$ cat src/rtl/cook_sequencer_if.sv
// cook_sequencer_if: keypad/door inputs and counter-chain controls
// between the cooking sequencer and its surroundings.
interface cook_sequencer_if;
    logic        key_valid;
    logic [3:0]  key_digit;
    logic        start;
    logic        stop;
    logic        door_open;
    logic        timer_zero;
    logic [11:0] preset;
    logic        load_n;
    logic        count_en;
    logic        mag_on;
    logic        beep;
    logic [2:0]  state;

    modport master (
        output key_valid, key_digit, start, stop, door_open, timer_zero,
        input  preset, load_n, count_en, mag_on, beep, state
    );

    modport slave (
        input  key_valid, key_digit, start, stop, door_open, timer_zero,
        output preset, load_n, count_en, mag_on, beep, state
    );
endinterface

$ cat src/rtl/cook_sequencer.sv
// cook_sequencer: microwave cooking controller. Collects an M:SS preset,
// loads the BCD counter chain, paces it at 1 Hz and drives magnetron/beeper.
module cook_sequencer #(
    parameter int TICK_DIV    = 50_000_000,
    parameter int BEEP_CYCLES = 3
) (
    input  logic            clk,
    input  logic            clrn,
    cook_sequencer_if.slave bus
);
    typedef enum logic [2:0] {
        S_IDLE  = 3'd0,
        S_ENTRY = 3'd1,
        S_LOAD  = 3'd2,
        S_COOK  = 3'd3,
        S_PAUSE = 3'd4,
        S_DONE  = 3'd5
    } state_t;

    localparam int PW = $clog2(TICK_DIV);
    localparam int BW = (BEEP_CYCLES < 2) ? 1 : $clog2(BEEP_CYCLES + 1);
    localparam logic [PW-1:0] P_TOP  = PW'(TICK_DIV - 1);
    localparam logic [BW-1:0] B_LAST = BW'(BEEP_CYCLES - 1);

    state_t        r_state;
    state_t        w_next;
    logic [11:0]   r_preset;
    logic [11:0]   w_preset_n;
    logic [PW-1:0] r_presc;
    logic [PW-1:0] w_presc_n;
    logic [PW-1:0] w_presc_inc;
    logic [BW-1:0] r_bcnt;
    logic [BW-1:0] w_bcnt_n;
    logic          r_load_n;
    logic          r_count_en;
    logic          r_mag_on;
    logic          r_beep;
    logic          w_key_ok;
    logic          w_tens_ok;
    logic          w_wrap;

    assign w_key_ok    = bus.key_valid && (bus.key_digit <= 4'd9);
    // The old sec_units digit becomes sec_tens after the shift.
    assign w_tens_ok   = (r_preset[3:0] <= 4'd5);
    assign w_wrap      = (r_presc == P_TOP);
    assign w_presc_inc = w_wrap ? '0 : r_presc + 1'b1;

    // State register.
    always_ff @(posedge clk or negedge clrn) begin
        if (!clrn) r_state <= S_IDLE;
        else       r_state <= w_next;
    end

    // Next state, next preset, prescaler and beep counter.
    always_comb begin
        w_next     = r_state;
        w_preset_n = r_preset;
        w_presc_n  = r_presc;
        w_bcnt_n   = r_bcnt;
        unique case (r_state)
            S_IDLE: begin
                if (w_key_ok) begin
                    w_preset_n = {8'h00, bus.key_digit};
                    w_next     = S_ENTRY;
                end
            end
            S_ENTRY: begin
                if (bus.stop) begin
                    w_preset_n = '0;
                    w_next     = S_IDLE;
                end else if (bus.start) begin
                    if (!bus.door_open && r_preset != 12'h000)
                        w_next = S_LOAD;
                end else if (w_key_ok && w_tens_ok) begin
                    w_preset_n = {r_preset[7:0], bus.key_digit};
                end
            end
            S_LOAD: begin
                w_presc_n = '0;
                w_next    = S_COOK;
            end
            S_COOK: begin
                if (bus.timer_zero) begin
                    w_presc_n = '0;
                    w_bcnt_n  = '0;
                    w_next    = S_DONE;
                end else if (bus.door_open || bus.stop) begin
                    // A tick already issued this cycle is not repeated on resume.
                    w_presc_n = w_wrap ? '0 : r_presc;
                    w_next    = S_PAUSE;
                end else begin
                    w_presc_n = w_presc_inc;
                end
            end
            S_PAUSE: begin
                if (bus.stop) begin
                    w_preset_n = '0;
                    w_next     = S_IDLE;
                end else if (bus.start && !bus.door_open) begin
                    w_next = S_COOK;
                end
            end
            S_DONE: begin
                if (bus.stop || w_key_ok) begin
                    w_next = S_IDLE;
                end else begin
                    w_presc_n = w_presc_inc;
                    if (w_wrap) begin
                        if (r_bcnt == B_LAST) w_next = S_IDLE;
                        else w_bcnt_n = r_bcnt + 1'b1;
                    end
                end
            end
            default: w_next = S_IDLE;
        endcase
    end

    // Datapath and registered outputs, all decided from the next state.
    always_ff @(posedge clk or negedge clrn) begin
        if (!clrn) begin
            r_preset   <= '0;
            r_presc    <= '0;
            r_bcnt     <= '0;
            r_load_n   <= 1'b1;
            r_count_en <= 1'b0;
            r_mag_on   <= 1'b0;
            r_beep     <= 1'b0;
        end else begin
            r_preset   <= w_preset_n;
            r_presc    <= w_presc_n;
            r_bcnt     <= w_bcnt_n;
            r_load_n   <= (w_next != S_LOAD);
            r_count_en <= (w_next == S_COOK) && (w_presc_n == P_TOP);
            r_mag_on   <= (w_next == S_COOK);
            r_beep     <= (w_next == S_DONE);
        end
    end

    assign bus.preset   = r_preset;
    assign bus.load_n   = r_load_n;
    assign bus.count_en = r_count_en;
    assign bus.mag_on   = r_mag_on;
    assign bus.beep     = r_beep;
    assign bus.state    = r_state;
endmodule
$ cat src/flat_wrapper.sv
// flat-port wrapper written by rule: the top's interface ports become plain ports
module cook_sequencer_flat 
#(
    parameter int TICK_DIV    = 50_000_000,
    parameter int BEEP_CYCLES = 3
)
  (clk, clrn, bus_key_valid, bus_key_digit, bus_start, bus_stop, bus_door_open, bus_timer_zero, bus_preset, bus_load_n, bus_count_en, bus_mag_on, bus_beep, bus_state);
  cook_sequencer_if bus_i ();
  input  logic clk;
  input  logic clrn;
  input wire logic [$bits(bus_i.key_valid)-1:0] bus_key_valid;
  input wire logic [$bits(bus_i.key_digit)-1:0] bus_key_digit;
  input wire logic [$bits(bus_i.start)-1:0] bus_start;
  input wire logic [$bits(bus_i.stop)-1:0] bus_stop;
  input wire logic [$bits(bus_i.door_open)-1:0] bus_door_open;
  input wire logic [$bits(bus_i.timer_zero)-1:0] bus_timer_zero;
  output wire logic [$bits(bus_i.preset)-1:0] bus_preset;
  output wire logic [$bits(bus_i.load_n)-1:0] bus_load_n;
  output wire logic [$bits(bus_i.count_en)-1:0] bus_count_en;
  output wire logic [$bits(bus_i.mag_on)-1:0] bus_mag_on;
  output wire logic [$bits(bus_i.beep)-1:0] bus_beep;
  output wire logic [$bits(bus_i.state)-1:0] bus_state;
  assign bus_i.key_valid = bus_key_valid;
  assign bus_i.key_digit = bus_key_digit;
  assign bus_i.start = bus_start;
  assign bus_i.stop = bus_stop;
  assign bus_i.door_open = bus_door_open;
  assign bus_i.timer_zero = bus_timer_zero;
  assign bus_preset = bus_i.preset;
  assign bus_load_n = bus_i.load_n;
  assign bus_count_en = bus_i.count_en;
  assign bus_mag_on = bus_i.mag_on;
  assign bus_beep = bus_i.beep;
  assign bus_state = bus_i.state;
  cook_sequencer #(.TICK_DIV(TICK_DIV), .BEEP_CYCLES(BEEP_CYCLES)) u_core (.clk(clk), .clrn(clrn), .bus(bus_i));
endmodule
$ cat config.mk
export PLATFORM = sky130hd
export DESIGN_NAME = cook_sequencer_flat
export DESIGN_NICKNAME = d
export VERILOG_FILES = /design/src/rtl/cook_sequencer_if.sv /design/src/rtl/cook_sequencer.sv /design/src/flat_wrapper.sv
export SDC_FILE = /design/constraint.sdc
export NUM_CORES = 1
export LEC_CHECK = 0
export BUFFER_PORTS_ARGS = -buffer_cell sky130_fd_sc_hd__buf_2
export CORE_UTILIZATION = 55
export CTS_CLUSTER_SIZE = 25
export DETAILED_ROUTE_END_ITERATION = 10
export GPL_TIMING_DRIVEN = 0
export PLACE_DENSITY_LB_ADDON = 0.1
export SLEW_MARGIN = 5
export SYNTH_ARGS = -nofsm -noshare
export SYNTH_HDL_FRONTEND = slang
export SYNTH_SLANG_ARGS = --single-unit
$ cat constraint.sdc
create_clock -name clk -period 3.75 [get_ports clk]
set_input_delay 0.75 -clock clk [delete_from_list [all_inputs] [get_ports clk]]
set_output_delay 0.75 -clock clk [all_outputs]
set_load 0.05 [all_outputs]
# Yosys cells after proc, flatten, opt, wreduce, memory -nomap -nowiden
# Cells that the tools add are included.
[totals] out_inout_bits=19 rom_bits=0 wordCells=74 mem_bits_rw=0 mem_count=0 latchBits=0 input_bits=11 regBits=47
[classes] n_bitwise=0 n_reduce_logical=14 n_lt_le_gt_ge=2 shift=0 n_addsub=2 eq_ne=19 n_mux=29 div_mod_pow=0 multipliers=0
[op_table] op="$mux W26" n=5
[op_table] op="$pmux W26 S3" n=1
[op_table] op="$mux W12" n=5
[op_table] op="$eq A26 B26 Y1 const B" n=2
[op_table] op="$pmux W12 S3" n=1
[op_table] op="$mux W3" n=11
[op_table] op="$add A26 B1 Y26 const B" n=1
[op_table] op="$pmux W3 S6" n=1
[op_table] op="$reduce_bool A12 Y1" n=1
[op_table] op="$reduce_and A5 Y1" n=2
[op_table] op="$eq A3 B2 Y1 const B" n=3
[op_table] op="$eq A3 B3 Y1 const B" n=3
[op_table] op="$mux W2" n=4
[op_table] op="$ne A2 B2 Y1 const B" n=4
[op_table] op="$ne A3 B2 Y1 const B" n=2
[op_table] op="$logic_and A1 B1 Y1" n=5
[op_table] op="$le A4 B3 Y1 const B" n=1
[op_table] op="$le A4 B4 Y1 const B" n=1
[op_table] op="$ne A2 B1 Y1 const B" n=2
[op_table] op="$pmux W2 S2" n=1
[op_table] op="$eq A3 B1 Y1 const B" n=1
[op_table] op="$logic_not A3 Y1" n=1
[op_table] op="$ne A3 B3 Y1 const B" n=1
[op_table] op="$reduce_bool A3 Y1" n=1
[op_table] op="other kinds (5)" n=6

# Longest topological paths before layout
[logic_depth] depth_word=8 ltp_mapped=11 depth_no_buf=9

# Worst setup path after synthesis
# OpenSTA, ideal clock, no wires.
[synth_path] kind="in2reg" startpoint="in bus_stop" endpoint="reg u_core.r_count_en (netlist: u_core.bus.count_en)" cell_stages=8 setup_slack_ns=0.930 n_path_buf=2 arrival_time_ns=2.724 setup_ns=0.096 required_time_ns=3.654 path_cell_list="clkbuf_1 o21ai_0 nand2_1 clkbuf_1 o21ai_1 o21ai_1 or4b_1 nor4_2"
[synth_between] elab_chain_cells=6 word_cells_on_any_way=15 classes_between="eq/ne: 2; mux: 10; reduce/logical: 3"
[synth_rtl] element="start: declaration" line_no="flat_wrapper.sv:14" rtl="input wire logic [$bits(bus_i.stop)-1:0] bus_stop;"
[synth_rtl] element="$logic_or A1 B1 Y1" line_no="cook_sequencer.sv:87" rtl="end else if (bus.door_open || bus.stop) begin"
[synth_rtl] element="$mux W26" line_no="cook_sequencer.sv:87"
[synth_rtl] element="$mux W26" line_no="cook_sequencer.sv:83" rtl="if (bus.timer_zero) begin"
[synth_rtl] element="$pmux W26 S3 *" line_no="cook_sequencer.sv:60" rtl="unique case (r_state)"
[synth_rtl] element="via u_core.w_presc_n[16]" line_no="cook_sequencer.sv:30" rtl="logic [PW-1:0] w_presc_n;"
[synth_rtl] element="$eq A26 B26 Y1 *" line_no="cook_sequencer.sv:133" rtl="r_count_en <= (w_next == S_COOK) && (w_presc_n == P_TOP);"
[synth_rtl] element="$logic_and A1 B1 Y1 *" line_no="cook_sequencer.sv:133"
[synth_rtl] element="end signal: assignment" line_no="cook_sequencer.sv:133"
[synth_rtl] element="end: declaration" line_no="cook_sequencer.sv:35" rtl="logic r_count_en;"
# Mark *: on every way through the listed nets, which the timed path passes. The rest lies on a longest branch.
# A chain may end at the register's enable or synchronous reset.

# Worst setup path after layout
# Same ends and word-level chain as after synthesis.

==> impl_metrics.yaml <==
cts:
  cts.sinks: 47
  cts-htree-levels: 2
  cts_root_buf: "clkbuf_8"
  path_clk_slew_ns: 0.10
  post-cts-setup-buffer-count: 0
  insertion_delay_ns: 0.31
  cts.hold.buffers_added: 0
  cts_made_buffers: 5
  cts_buffer_depth: 2
  tritoncts: "yes"
  cts_resized: 0
routing:
  wl_per_cell_microns: 17.51
  dr.pass1.iters: 6
  postRouteAntennaNets: 0
  viasPerCell: 6.319
  drc_errors: 0
  drt_wl_total_microns: 7475
  routed-via-count: 2698
  drt_iter0_drc: 425
pwr:
  ir_drop_mv: 0.4342
  p_per_area_nw_per_um2: 533.5
  power_mw: 1.707
  p_leak_nw: 1.328
place:
  dp_hpwl_microns: 5437
  io_buffers: 29
  gp_congestion: 0.9710
  dp_cells: 419
die:
  io-pin-count: 30
  start_util_pct: 58.86
  fp.dieH_microns: 74.04
  fp.coreArea_sq_um: 4848
  fp.dieW_microns: 74.04
  die_area_sq_um: 5481
  num_rows: 25
logic_synthesis:
  ys_types: 65
  ys.flop_type: "dfrtp_1"
  syn_area_sq_um: 2854
  synthArstFlopShare_pct: 100.0
  syn_nets: 336
  postSynthCellCount: 323
  ys_seq_area_share_pct: 41.25
  synth-edff-count: 0
  synth_area_per_cell_sq_um: 8.836
  ys_ff_latch: 47
  yosysWarnings: 0
timing:
  finalHoldViolations: 0
  period_needed_ns: 3.296
  finalSetupViolCount: 0
  relSlewSlack_pct: 32.55
  clock.fmax_mhz: 303.4
  rsz0062_at_grt: "no"
  tightest_slew_ns: 1.012
  slew_violations: 0
  clock_skew_ns: 0.01169
  fin_crit_sh_pct: 87.89
  finalSetupTns_ns: 0
run_status:
  status: "finished clean"
global_routing:
  grt_max_degree: 48
  grt_pass1_wl_microns: 12100
  antenna_found_initial: 0
  grt_overflow_total: 0
  grt_pass1_vias: 2461
  track_usage_pct: 29.73
worst_setup_path:
  critPathArrivalTime_ns: 3.51
  critPathMaxStageDelay_ns: 0.83
  crit_slowest_cell: "o21ai_0"
  crit_type: "primary input to register"
  path_cells: "buf_2, clkbuf_1, o21ai_0, nand2_1, clkbuf_1, o21ai_1, o21ai_1, or4b_1, nor4_2"
  end_kind: "register"
  critPathRequiredTime_ns: 3.96
  crit_fanout: 10
  crit_path_start_kind: "primary input"
layout:
  area_growth_syn_to_layout_pct: 12.10
  finalNetCount: 372
  drive_above_1_share_pct: 18.06
  instances_no_fill: 427
  layout_commonest_cell: "dfrtp_1"
  diodes: 0
  most-common-layout-cells: "46 x dfrtp_1, 43 x nand2_1, 42 x o21ai_0"
  post-route-util_pct: 65.99
min_path:
  hp-class: "register to register"
job:
  cap_violations: 0
[registers in the layout, summed over array words and instances (netlist names)]
signal and count:
u_core.r_presc 26, u_core.bus.preset 12, u_core.bus.state 3, u_core.r_bcnt 2, u_core.bus.beep 1, u_core.bus.count_en 1
u_core.bus.load_n 1, u_core.bus.mag_on 1
[metrics by stage]
step	area, sq um	hold WS (ns)	setup WS (ns)
2_1_floorplan	2854	0.4544	0.9304
3_3_place_gp	3083	0.4833	0.2159
3_5_place_dp	3083	0.4979	0.1820
4_1_cts	3199	0.5187	0.4842
5_1_grt	3199	0.5520	0.2667
6_report	3199	0.5193	0.4543
[critical path, delay by kind of cell]
family          cells  cell delay, ns
compound gates      3            1.11
simple gates        3            1.01
buf+inv             3            0.63
[per-layer routing]
| metal | GRT usage (%) | wire [microns] | part of all wire (%) | vias up |
|---|---|---|---|---|
| met2 | 43.23 | 3218 | 43 | 107 |
| li1 | - | - | - | 1282 |
| met3 | 5.962 | 563 | 7.5 | 10 |
| met5 | 0 | 0 | 0 | - |
| met1 | 43.85 | 3567 | 48 | 1299 |
| met4 | 10.68 | 125 | 1.7 | 0 |
[power breakdown]
part           internal (mW)  switching, mW  leakage [nW]
clock                  0.202          0.192        0.0587
combinational          0.180          0.488         0.626
sequential             0.574         0.0700         0.643
total                  0.957          0.750          1.33
[cells in the mapped netlist, drive strengths merged (2+ instances only)]
library cell	n	share of area [%]
o41ai	2	1.3
inv	8	1.1
nand4b	3	0.92
buf	3	0.83
and2	8	1.8
or2	5	1.1
o21ai	46	8.6
or3	7	1.5
a21oi	14	2.6
ha	2	0.88
o22ai	2	0.44
a2111oi	2	0.61
nor2	20	2.6
nand3	14	2.6
dfrtp	46	40
nor3	9	2.0
a22o	2	0.92
nor2b	5	1.1
nand2	43	5.7
nand3b	2	0.96
nor4	15	3.9
o31ai	6	1.6
a211o	2	0.61
o32ai	2	0.61
o2bb2ai	2	0.61
or4	8	2.4
nand2b	4	0.88
nand4	6	1.5
clkbuf	9	1.2
a31oi	8	2.0
[kinds of logic after synthesis]
family / Yosys count / share of synthesized area, %
simple gates: 156 / 31.39
compound gates: 97 / 23.02
flops: 47 / 41.25
buf+inv: 20 / 3.069
fa+ha+maj: 2 / 0.8767
mux: 1 / 0.3945
[worst paths after layout]
check / start / to / depth (start not counted) / slack (ns)
min reg2reg: u_core.bus.preset[9] / u_core.bus.preset[9] / 2 / 0.52
max reg2reg: u_core.r_presc[0] / u_core.bus.count_en / 9 / 0.60
max in group asynchronous: clrn / u_core.r_presc[15] / 1 / 2.51
min: u_core.bus.preset[9] / u_core.bus.preset[9] / 2 / 0.52
max: bus_stop / u_core.bus.count_en / 9 / 0.45
min in group asynchronous: clrn / u_core.bus.state[0] / 1 / 0.60
[layout make-up]
type                       instances  area (sq um)
buffer                            12         57.56
clock buffer                       5         68.82
clock inverter                     3         47.55
fill                             415          1649
inverter                           8         30.03
multi-input combinational        256          1589
sequential                        47          1177
tap                               67         83.83
timing repair buffer              29         145.1
(Power assumes the default switching activity.)
